$ cat src/rtl/frame_io_ctrl.sv
// Frame harness: streams the source frame to the core, then captures its addressed output
// into the destination RAM while checking it against the golden RAM and tallying errors.
module frame_io_ctrl #(
  parameter int IMG_W   = 256,
  parameter int IMG_H   = 256,
  parameter int PIX_W   = 8,
  parameter int ADDR_W  = 16,
  parameter int TIMEOUT = 2000,
  parameter int TOL     = 1,
  parameter int CNT_W   = 17
) (
  input  logic              clk,
  input  logic              rst,
  input  logic              start,
  output logic              in_valid,
  input  logic [ADDR_W-1:0] in_addr,
  output logic [PIX_W-1:0]  in_data,
  input  logic              out_valid,
  input  logic [ADDR_W-1:0] out_addr,
  input  logic [PIX_W-1:0]  out_data,
  input  logic              finish,
  output logic [ADDR_W-1:0] src_rd_addr,
  input  logic [PIX_W-1:0]  src_rd_data,
  output logic [ADDR_W-1:0] gold_rd_addr,
  input  logic [PIX_W-1:0]  gold_rd_data,
  output logic              dst_wr_en,
  output logic [ADDR_W-1:0] dst_wr_addr,
  output logic [PIX_W-1:0]  dst_wr_data,
  output logic              busy,
  output logic              done,
  output logic              err_timeout,
  output logic              err_proto,
  output logic [CNT_W-1:0]  pix_cnt,
  output logic [CNT_W-1:0]  err_cnt,
  output logic [CNT_W-1:0]  err_loose_cnt,
  output logic [CNT_W-1:0]  latency
);

  localparam int NPIX = IMG_W * IMG_H;
  localparam int LD_W = $clog2(NPIX + 1);
  localparam int WD_W = $clog2(TIMEOUT + 1);
  localparam int DW   = PIX_W + 1;

  localparam logic [2:0] S_IDLE    = 3'd0;
  localparam logic [2:0] S_LOAD    = 3'd1;
  localparam logic [2:0] S_WAIT    = 3'd2;
  localparam logic [2:0] S_COLLECT = 3'd3;
  localparam logic [2:0] S_DRAIN   = 3'd4;
  localparam logic [2:0] S_DONE    = 3'd5;

  logic [2:0]        state;
  logic [LD_W-1:0]   ld_cnt;
  logic [WD_W-1:0]   wdog;
  logic              drain_2nd;
  logic              ld_q;

  logic              s1_vld;
  logic [ADDR_W-1:0] s1_addr;
  logic [PIX_W-1:0]  s1_dat;
  logic              s2_vld;
  logic [PIX_W-1:0]  s2_dat;

  logic              start_ok;
  logic              in_loop;
  logic              beat;
  logic              last_beat;
  logic              early_fin;
  logic              wd_expired;
  logic [DW-1:0]     diff;
  logic [DW-1:0]     adiff;

  function automatic logic [CNT_W-1:0] sat_inc(input logic [CNT_W-1:0] v);
    return (&v) ? v : v + CNT_W'(1);
  endfunction

  always_comb begin
    start_ok   = start && (state == S_IDLE || state == S_DONE);
    in_loop    = (state == S_WAIT) || (state == S_COLLECT);
    beat       = in_loop && out_valid;
    last_beat  = beat && (pix_cnt == CNT_W'(NPIX - 1));
    early_fin  = (state == S_COLLECT) && finish && !last_beat;
    wd_expired = in_loop && !out_valid && (wdog == WD_W'(TIMEOUT - 1));
    // Both operands zero-extended so the subtraction is a true signed difference.
    diff       = {1'b0, s2_dat} - {1'b0, gold_rd_data};
    adiff      = diff[PIX_W] ? (~diff + DW'(1)) : diff;
  end

  assign in_valid     = (state == S_LOAD);
  assign src_rd_addr  = in_valid ? in_addr : '0;
  assign in_data      = ld_q ? src_rd_data : '0;
  assign gold_rd_addr = s1_addr;
  assign dst_wr_en    = s1_vld;
  assign dst_wr_addr  = s1_addr;
  assign dst_wr_data  = s1_dat;
  assign busy         = (state == S_LOAD) || (state == S_WAIT) ||
                        (state == S_COLLECT) || (state == S_DRAIN);
  assign done         = (state == S_DONE);

  always_ff @(posedge clk) begin
    if (rst) begin
      state       <= S_IDLE;
      ld_cnt      <= '0;
      wdog        <= '0;
      drain_2nd   <= 1'b0;
      ld_q        <= 1'b0;
      err_timeout <= 1'b0;
      err_proto   <= 1'b0;
    end else begin
      ld_q      <= (state == S_LOAD);
      drain_2nd <= (state == S_DRAIN);
      case (state)
        S_IDLE, S_DONE: begin
          if (start_ok) begin
            state       <= S_LOAD;
            ld_cnt      <= '0;
            wdog        <= '0;
            err_timeout <= 1'b0;
            err_proto   <= 1'b0;
          end
        end
        S_LOAD: begin
          if (out_valid) err_proto <= 1'b1;
          if (ld_cnt == LD_W'(NPIX - 1)) begin
            state <= S_WAIT;
            wdog  <= '0;
          end else begin
            ld_cnt <= ld_cnt + LD_W'(1);
          end
        end
        S_WAIT, S_COLLECT: begin
          if (last_beat) begin
            state <= S_DRAIN;
          end else if (early_fin) begin
            err_proto <= 1'b1;
            state     <= S_DRAIN;
          end else if (beat) begin
            wdog  <= '0;
            state <= S_COLLECT;
          end else if (wd_expired) begin
            err_timeout <= 1'b1;
            state       <= S_DONE;
          end else begin
            wdog <= wdog + WD_W'(1);
          end
        end
        S_DRAIN: begin
          if (drain_2nd) state <= S_DONE;
        end
        default: state <= S_IDLE;
      endcase
    end
  end

  always_ff @(posedge clk) begin
    if (rst) begin
      s1_vld        <= 1'b0;
      s1_addr       <= '0;
      s1_dat        <= '0;
      s2_vld        <= 1'b0;
      s2_dat        <= '0;
      pix_cnt       <= '0;
      err_cnt       <= '0;
      err_loose_cnt <= '0;
      latency       <= '0;
    end else begin
      s1_vld <= beat;
      if (beat) begin
        s1_addr <= out_addr;
        s1_dat  <= out_data;
      end
      s2_vld <= s1_vld;
      s2_dat <= s1_dat;
      if (start_ok) begin
        pix_cnt       <= '0;
        err_cnt       <= '0;
        err_loose_cnt <= '0;
        latency       <= '0;
      end else begin
        if (beat) pix_cnt <= sat_inc(pix_cnt);
        // Latency stops counting on the first output beat seen in WAIT.
        if (state == S_LOAD || (state == S_WAIT && !out_valid)) latency <= sat_inc(latency);
        if (s2_vld && diff != '0) err_cnt <= sat_inc(err_cnt);
        if (s2_vld && adiff > DW'(TOL)) err_loose_cnt <= sat_inc(err_loose_cnt);
      end
    end
  end

endmodule

$ cat config.mk
export PLATFORM = sky130hd
export DESIGN_NAME = frame_io_ctrl
export DESIGN_NICKNAME = d
export VERILOG_FILES = /design/src/rtl/frame_io_ctrl.sv
export SDC_FILE = /design/constraint.sdc
export NUM_CORES = 1
export LEC_CHECK = 0
export BUFFER_PORTS_ARGS = -buffer_cell sky130_fd_sc_hd__buf_2
export CAP_MARGIN = 20
export CORE_MARGIN = 2
export CORE_UTILIZATION = 33
export CTS_BUF_LIST = sky130_fd_sc_hd__clkbuf_16
export DETAILED_ROUTE_END_ITERATION = 8
export GPL_TIMING_DRIVEN = 0
export PLACE_DENSITY = 0.6
export SETUP_SLACK_MARGIN = 0.1
export SLEW_MARGIN = 20
export SYNTH_ARGS = -nofsm -noshare
export SYNTH_HDL_FRONTEND = slang
export SYNTH_SLANG_ARGS = --single-unit
$ cat constraint.sdc
create_clock -name clk -period 3.9 [get_ports clk]
set_clock_uncertainty 0.1 [all_clocks]
set_input_delay 0.195 -clock clk [delete_from_list [all_inputs] [get_ports clk]]
set_output_delay 0.195 -clock clk [all_outputs]
set_load 0.02 [all_outputs]
==> impl_metrics.ini, run 1 <==
[drt]
drcViolationCount = 0
viasPerCell = 4.69
wl_mm = 17.4
dr.pass1.iters = 4
wl_per_cell_microns = 13.3
vias = 6160
detail-route-antenna-nets = 0
first_iter_violations = 320

[placement]
post-dp-hpwl_mm = 12.9
finalWeightedCongestion = 0.815
pre_cts_ws_ns = 0.320
port_buffers = 197

[hold_path]
min_to = err_timeout$_SDFFE_PP0P_
holdPathStages = 4
min_from = finish
min_path_type = input pin to flop

[setup_path]
max_stage_delay_ns = 0.43
crit_type = flop to flop
crit_fanout = 10
crit_cells = 14
reg2reg_slack_ns = 0.30
cp_num_buf_inv = 3
crit_path_cell_trace = inv_1, ha_1, fa_1, nand2b_1, a21oi_1, xor2_2, or3_4, a211oi_1, a211oi_2, a211oi_2, buf_4, buf_6, mux2i_1, nor2_1
cp-start-kind = flop
required_ns = 4.08
ff2ff_path_depth = 14
arrival_ns = 3.79
reg2reg_from = s2_dat[0]$_SDFF_PP0_
crit_family = compound AO/OA/AOI/OAI gates
worst_path_most_repeated_cell = a211oi_2
worst_path_max_delay_cell = fa_1
cp-end-kind = flop
r2r_end = err_loose_cnt[16]$_SDFFE_PP0P_

[clock_network]
clk_latency_ns = 0.42
cts.sinks = 137
clock_path_buffers = 2
clkTransAtPathRegs_ns = 0.06
htreeDepth = 4
cts_buffers = 17
cts_tree = built
root_buffer = clkbuf_16

[yosys]
synth_area_sq_um = 6650
ys_seq_elements = 137
synth-edff-count = 0
async_reset_ff_share_pct = 0
ys_seq_area_share_pct = 41.3
ys.flop_type = dfxtp_1
synth_top_area_share_pct = 41.3
syn_avg_cell_area_sq_um = 8.37
syn_inst = 794
synth_area_leaders = dfxtp_1 41%, xor2_1 6.6%, nor2_1 5.8%
synth_area_leader_cell = dfxtp_1
yosys.cell_types.count = 52
synthesis.nets = 877
ys_warn_count = 0

[finish]
drive_gt1_share_pct = 24.6
nFillCells = 2006
multi_input_area_sq_um = 3570
n_antenna_cell = 0
synthToLayoutAreaGrowth_pct = 32.9
nets = 1118
layout_common_cells = 201 x buf_2, 137 x dfxtp_1, 103 x nor2_1
layout_commonest_cell = buf_2
regArea_sq_um = 2740

[timing]
finalSetupViolCount = 0
holdWs_ns = 0.0954
worst_pin_slew_ns = 0.686
fin_setup_tns_ns = 0
timing.fmax_mhz = 278
slew_violations = 0
finalCritPeriodShare_pct = 92.4
hold_viol = 0
max_slew_margin_pct = 54.2
setup_ws_ns = 0.298
rsz0062_at_grt = yes
post-route-min-period_ns = 3.60

[die]
die_h_microns = 146
die_area_sq_um = 21300
initial_core_util_pct = 33.9
chipWidth_microns = 146
io_pins = 199
coreArea_sq_um = 19600
core.rowCount = 51

[grt]
grt_overflow = 0
antenna_found_initial = 0
first_global_vias = 5802
grt_use_total_pct = 16.0
grt_pass1_wl_mm = 28.1
grt_max_degree = 17

[outcome]
status = finished, final reports clean

[flow_run]
max_cap_violations = 0

[pwr]
p_per_area_nw_per_um2 = 493
leakagePower_nw = 3.85
p_total_w = 0.00435
ir_drop_mv = 0.265
where the power goes:
part           switching [W]  internal [W]  total [W]  leakage (nW)
Combinational       0.000729      0.000413    0.00114          2.45
Sequential         0.0000542       0.00148    0.00153          1.11
Clock               0.000620       0.00106    0.00168         0.291
Total                0.00140       0.00295    0.00435          3.85
tightest hold or removal path: stages:
cell	delay, ns
buf_2	0.10
a21oi_1	0.08
a21oi_1	0.14
nor2_1	0.05
worst max path at each step:
stage	startpoint	end
6_report	s2_dat[0]$_SDFF_PP0_	err_loose_cnt[16]$_SDFFE_PP0P_
5_1_grt	s2_dat[0]$_SDFF_PP0_	err_loose_cnt[16]$_SDFFE_PP0P_
4_1_cts	s2_dat[0]$_SDFF_PP0_	err_loose_cnt[16]$_SDFFE_PP0P_
3_5_place_dp	s2_dat[0]$_SDFF_PP0_	err_loose_cnt[16]$_SDFFE_PP0P_
3_3_place_gp	gold_rd_data[0]	err_loose_cnt[16]$_SDFFE_PP0P_
2_1_floorplan	s2_dat[0]$_SDFF_PP0_	err_cnt[5]$_SDFFE_PP0P_
through the flow:
stage / util [%] / instance area (sq um) / instances
CTS: 45.0 / 8810 / 1312
finish: 45.1 / 8830 / 1313
global route: 45.1 / 8830 / 1313
detailed placement: 40.6 / 7960 / 1256
floorplan: - / 6650 / 794
global placement: 40.6 / 7960 / 1256
kinds of logic (layout without fill, tap and decap cells):
logic type,after synthesis,count (layout),synth area share (%)
AO/OA/AOI/OAI,118,118,11.0
XOR/XNOR,76,76,10.0
adder cells (fa/ha/maj),22,22,4.26
buffers and inverters,71,325,5.29
flip-flops,137,137,41.3
multiplexers,10,10,1.51
AND/OR/NAND/NOR,360,360,26.6
cell type report:
class,count,share of cell area (%)
Multi-Input combinational cell,586,40.4
Sequential cell,137,31.1
Timing Repair Buffer,222,14.0
Clock buffer,17,4.82
Tap cell,265,3.75
Buffer,51,3.13
Clock inverter,15,2.05
Inverter,20,0.850
per-layer routing:
layer  wire length (microns)  vias up  GRT usage, %
met5                       0        -             0
met4                     275        0          4.85
met3                    1010       22          4.67
met2                    8420      127          26.9
met1                    7700     2827          19.9
li1                        -     3184             -
sequential cells by signal, summed over array words and instances, names as in the netlist, 3 cells and up:
| name | cells |
|---|---|
| state | 3 |
| latency | 17 |
| err_cnt | 17 |
| err_loose_cnt | 17 |
| dst_wr_addr | 16 |
| dst_wr_data | 8 |
| s2_dat | 8 |
| pix_cnt | 17 |
| ld_cnt | 17 |
| wdog | 11 |
synthesized netlist by cell type, drive strengths merged (20+ instances only):
library cell and count:
a21oi 51, and2 30, and3 20, buf 25
clkbuf 26, dfxtp 137, ha 21, inv 20
nand2 79, nand3 34, nand4 23, nor2 103
o21ai 27, xnor2 26, xor2 50
repair_timing:
item | CTS | global route
hold buffers | 24 | 0
setup buffers | 0 | 1
gates resized for setup | 0 | 2
endpoints found under the hold margin | 24 | 0
setup endpoints to repair | 0 | 3
(Power assumes the default switching activity.)
==> run 2, diff against run 1 <==
- CELL_PAD_IN_SITES_DETAIL_PLACEMENT: default -> 1
- CELL_PAD_IN_SITES_GLOBAL_PLACEMENT: default -> 1
- MAX_ROUTING_LAYER: default -> met4
- PLACE_DENSITY: 0.6 -> 0.77
- SKIP_LAST_GASP: default -> 1
==> run 2 against run 1 <==
Cell count about the same. Sequential cell count unchanged. Non-clock buffer count down 1. Clock-buffer cell count unchanged. Sequential share of layout area up 0.14 points. Die area unchanged. Cell area down 0.44%. Largest cell class unchanged.
==> impl_metrics.ini, run 2 (synthesis results as in run 1) <==
[outcome]
status = finished, final reports clean

[finish]
layout_common_cells = 201 x buf_2, 137 x dfxtp_1, 103 x nor2_1
drive_gt1_share_pct = 24.5
fin_cells = 1312
layout_commonest_cell = buf_2
synthToLayoutAreaGrowth_pct = 32.3
nets = 1117
final_core_util_pct = 44.9

[placement]
port_buffers = 197
dp.cells = 1256
post-dp-hpwl_mm = 14.7
finalWeightedCongestion = 0.814

[grt]
first_global_vias = 6509
grt_max_degree = 17
grt_pass1_wl_mm = 33.2
antenna_found_initial = 2
grt_overflow = 0
grt_use_total_pct = 19.6

[setup_path]
arrival_ns = 3.80
crit_fanout = 10
reg2reg_slack_ns = 0.28
required_ns = 4.09
cp-start-kind = flop
crit_type = flop to flop
cp-end-kind = flop

[pwr]
combPwrFrac_pct = 27.5
p_per_area_nw_per_um2 = 490
leakagePower_nw = 3.83
p_switching_w = 0.00143
ir_drop_mv = 0.294
internal_power_w = 0.00287
seqPwrFrac_pct = 35.7
pwr-share-clk_pct = 36.8
netSwitchingFraction_pct = 33.3

[die]
die_area_sq_um = 21300
initial_core_util_pct = 33.9
core.rowCount = 51
io_pins = 199
chipWidth_microns = 146
coreArea_sq_um = 19600
die_h_microns = 146

[timing]
rsz0062_at_grt = yes
worst_pin_slew_ns = 0.734
slew_violations = 0
hold_viol = 0
max_slew_margin_pct = 50.9
finalSetupViolCount = 0
finalCritPeriodShare_pct = 92.7
post-route-min-period_ns = 3.62
timing.fmax_mhz = 277
fin_setup_tns_ns = 0

[clock_network]
postCtsSetupRepairBufs = 0
htreeDepth = 4
clock_path_buffers = 2
cts_tree = built
cts_buffers = 17
clk_latency_ns = 0.42
root_buffer = clkbuf_16
clkTransAtPathRegs_ns = 0.06
cts.sinks = 137

[drt]
first_iter_violations = 187
detail-route-antenna-nets = 0
vias = 6416
wl_per_cell_microns = 15.4
dr.pass1.iters = 4
viasPerCell = 4.89
wl_mm = 20.2
drcViolationCount = 0

[flow_run]
max_cap_violations = 0

[hold_path]
min_path_type = input pin to flop
## run 2: area by class of cell
type / instances / area (sq um)
multi-input combinational: 586 / 3570
clock buffer: 17 / 425
clock inverter: 13 / 140
inverter: 20 / 75.1
buffer: 51 / 278
timing repair buffer: 221 / 1230
fill: 2452 / 10800
antenna: 2 / 5.00
sequential: 137 / 2740
tap: 265 / 332
## run 2: routing by layer
metal / global-route usage [%] / routed length (microns)
met1: 22.3 / 8610
met4: 6.37 / 393
met2: 34.3 / 10500
met3: 4.11 / 760
met5: - / 0
## run 2: final timing paths
| kind | start | end | cells past startpoint |
|---|---|---|---|
| setup reg to reg | s2_dat[0]$_SDFF_PP0_ | err_loose_cnt[16]$_SDFFE_PP0P_ | 14 |
| hold / removal | out_valid | state[2]$_SDFFE_PP0P_ | 4 |
| setup / recovery | s2_dat[0]$_SDFF_PP0_ | err_loose_cnt[16]$_SDFFE_PP0P_ | 14 |
| hold reg to reg | dst_wr_en$_SDFF_PP0_ | s2_vld$_SDFF_PP0_ | 1 |
## run 2: repair_timing
item	in CTS	in global routing
setup endpoints to repair	0	4
hold endpoints to repair	24	0
resized for setup	0	5
hold buffers	24	0
## run 2: power by group through the flow
stage / Combinational, W / Clock, W / Sequential [W]
floorplan: 0.000737 / 0 / 0.00161
global placement: 0.00114 / 0 / 0.00156
detailed placement: 0.00116 / 0 / 0.00157
CTS: 0.00119 / 0.00163 / 0.00154
global route: 0.00131 / 0.00168 / 0.00155
finish: 0.00118 / 0.00159 / 0.00154
## run 2: critical path, cell delays in order, from the launching register on
cell and delay [ns]:
dfxtp_1 0.31, inv_1 0.04, ha_1 0.20, fa_1 0.43
nand2b_1 0.21, a211oi_1 0.29, a211oi_2 0.13, o21ai_0 0.46
a41oi_1 0.18, o41a_1 0.14, a211oi_2 0.32, buf_4 0.26
buf_6 0.16, mux2i_1 0.21, nor2_1 0.05
## run 2: metrics by stage
step           setup WS, ns  total power [W]  area (sq um)  hold WS, ns
6_report              0.284          0.00431          8790       0.0982
4_1_cts               0.300          0.00435          8770       0.0852
2_1_floorplan         0.688          0.00234          6650        0.231
5_1_grt              0.0839          0.00454          8790        0.136
3_3_place_gp          0.356          0.00270          7960        0.323
3_5_place_dp          0.340          0.00272          7960        0.328
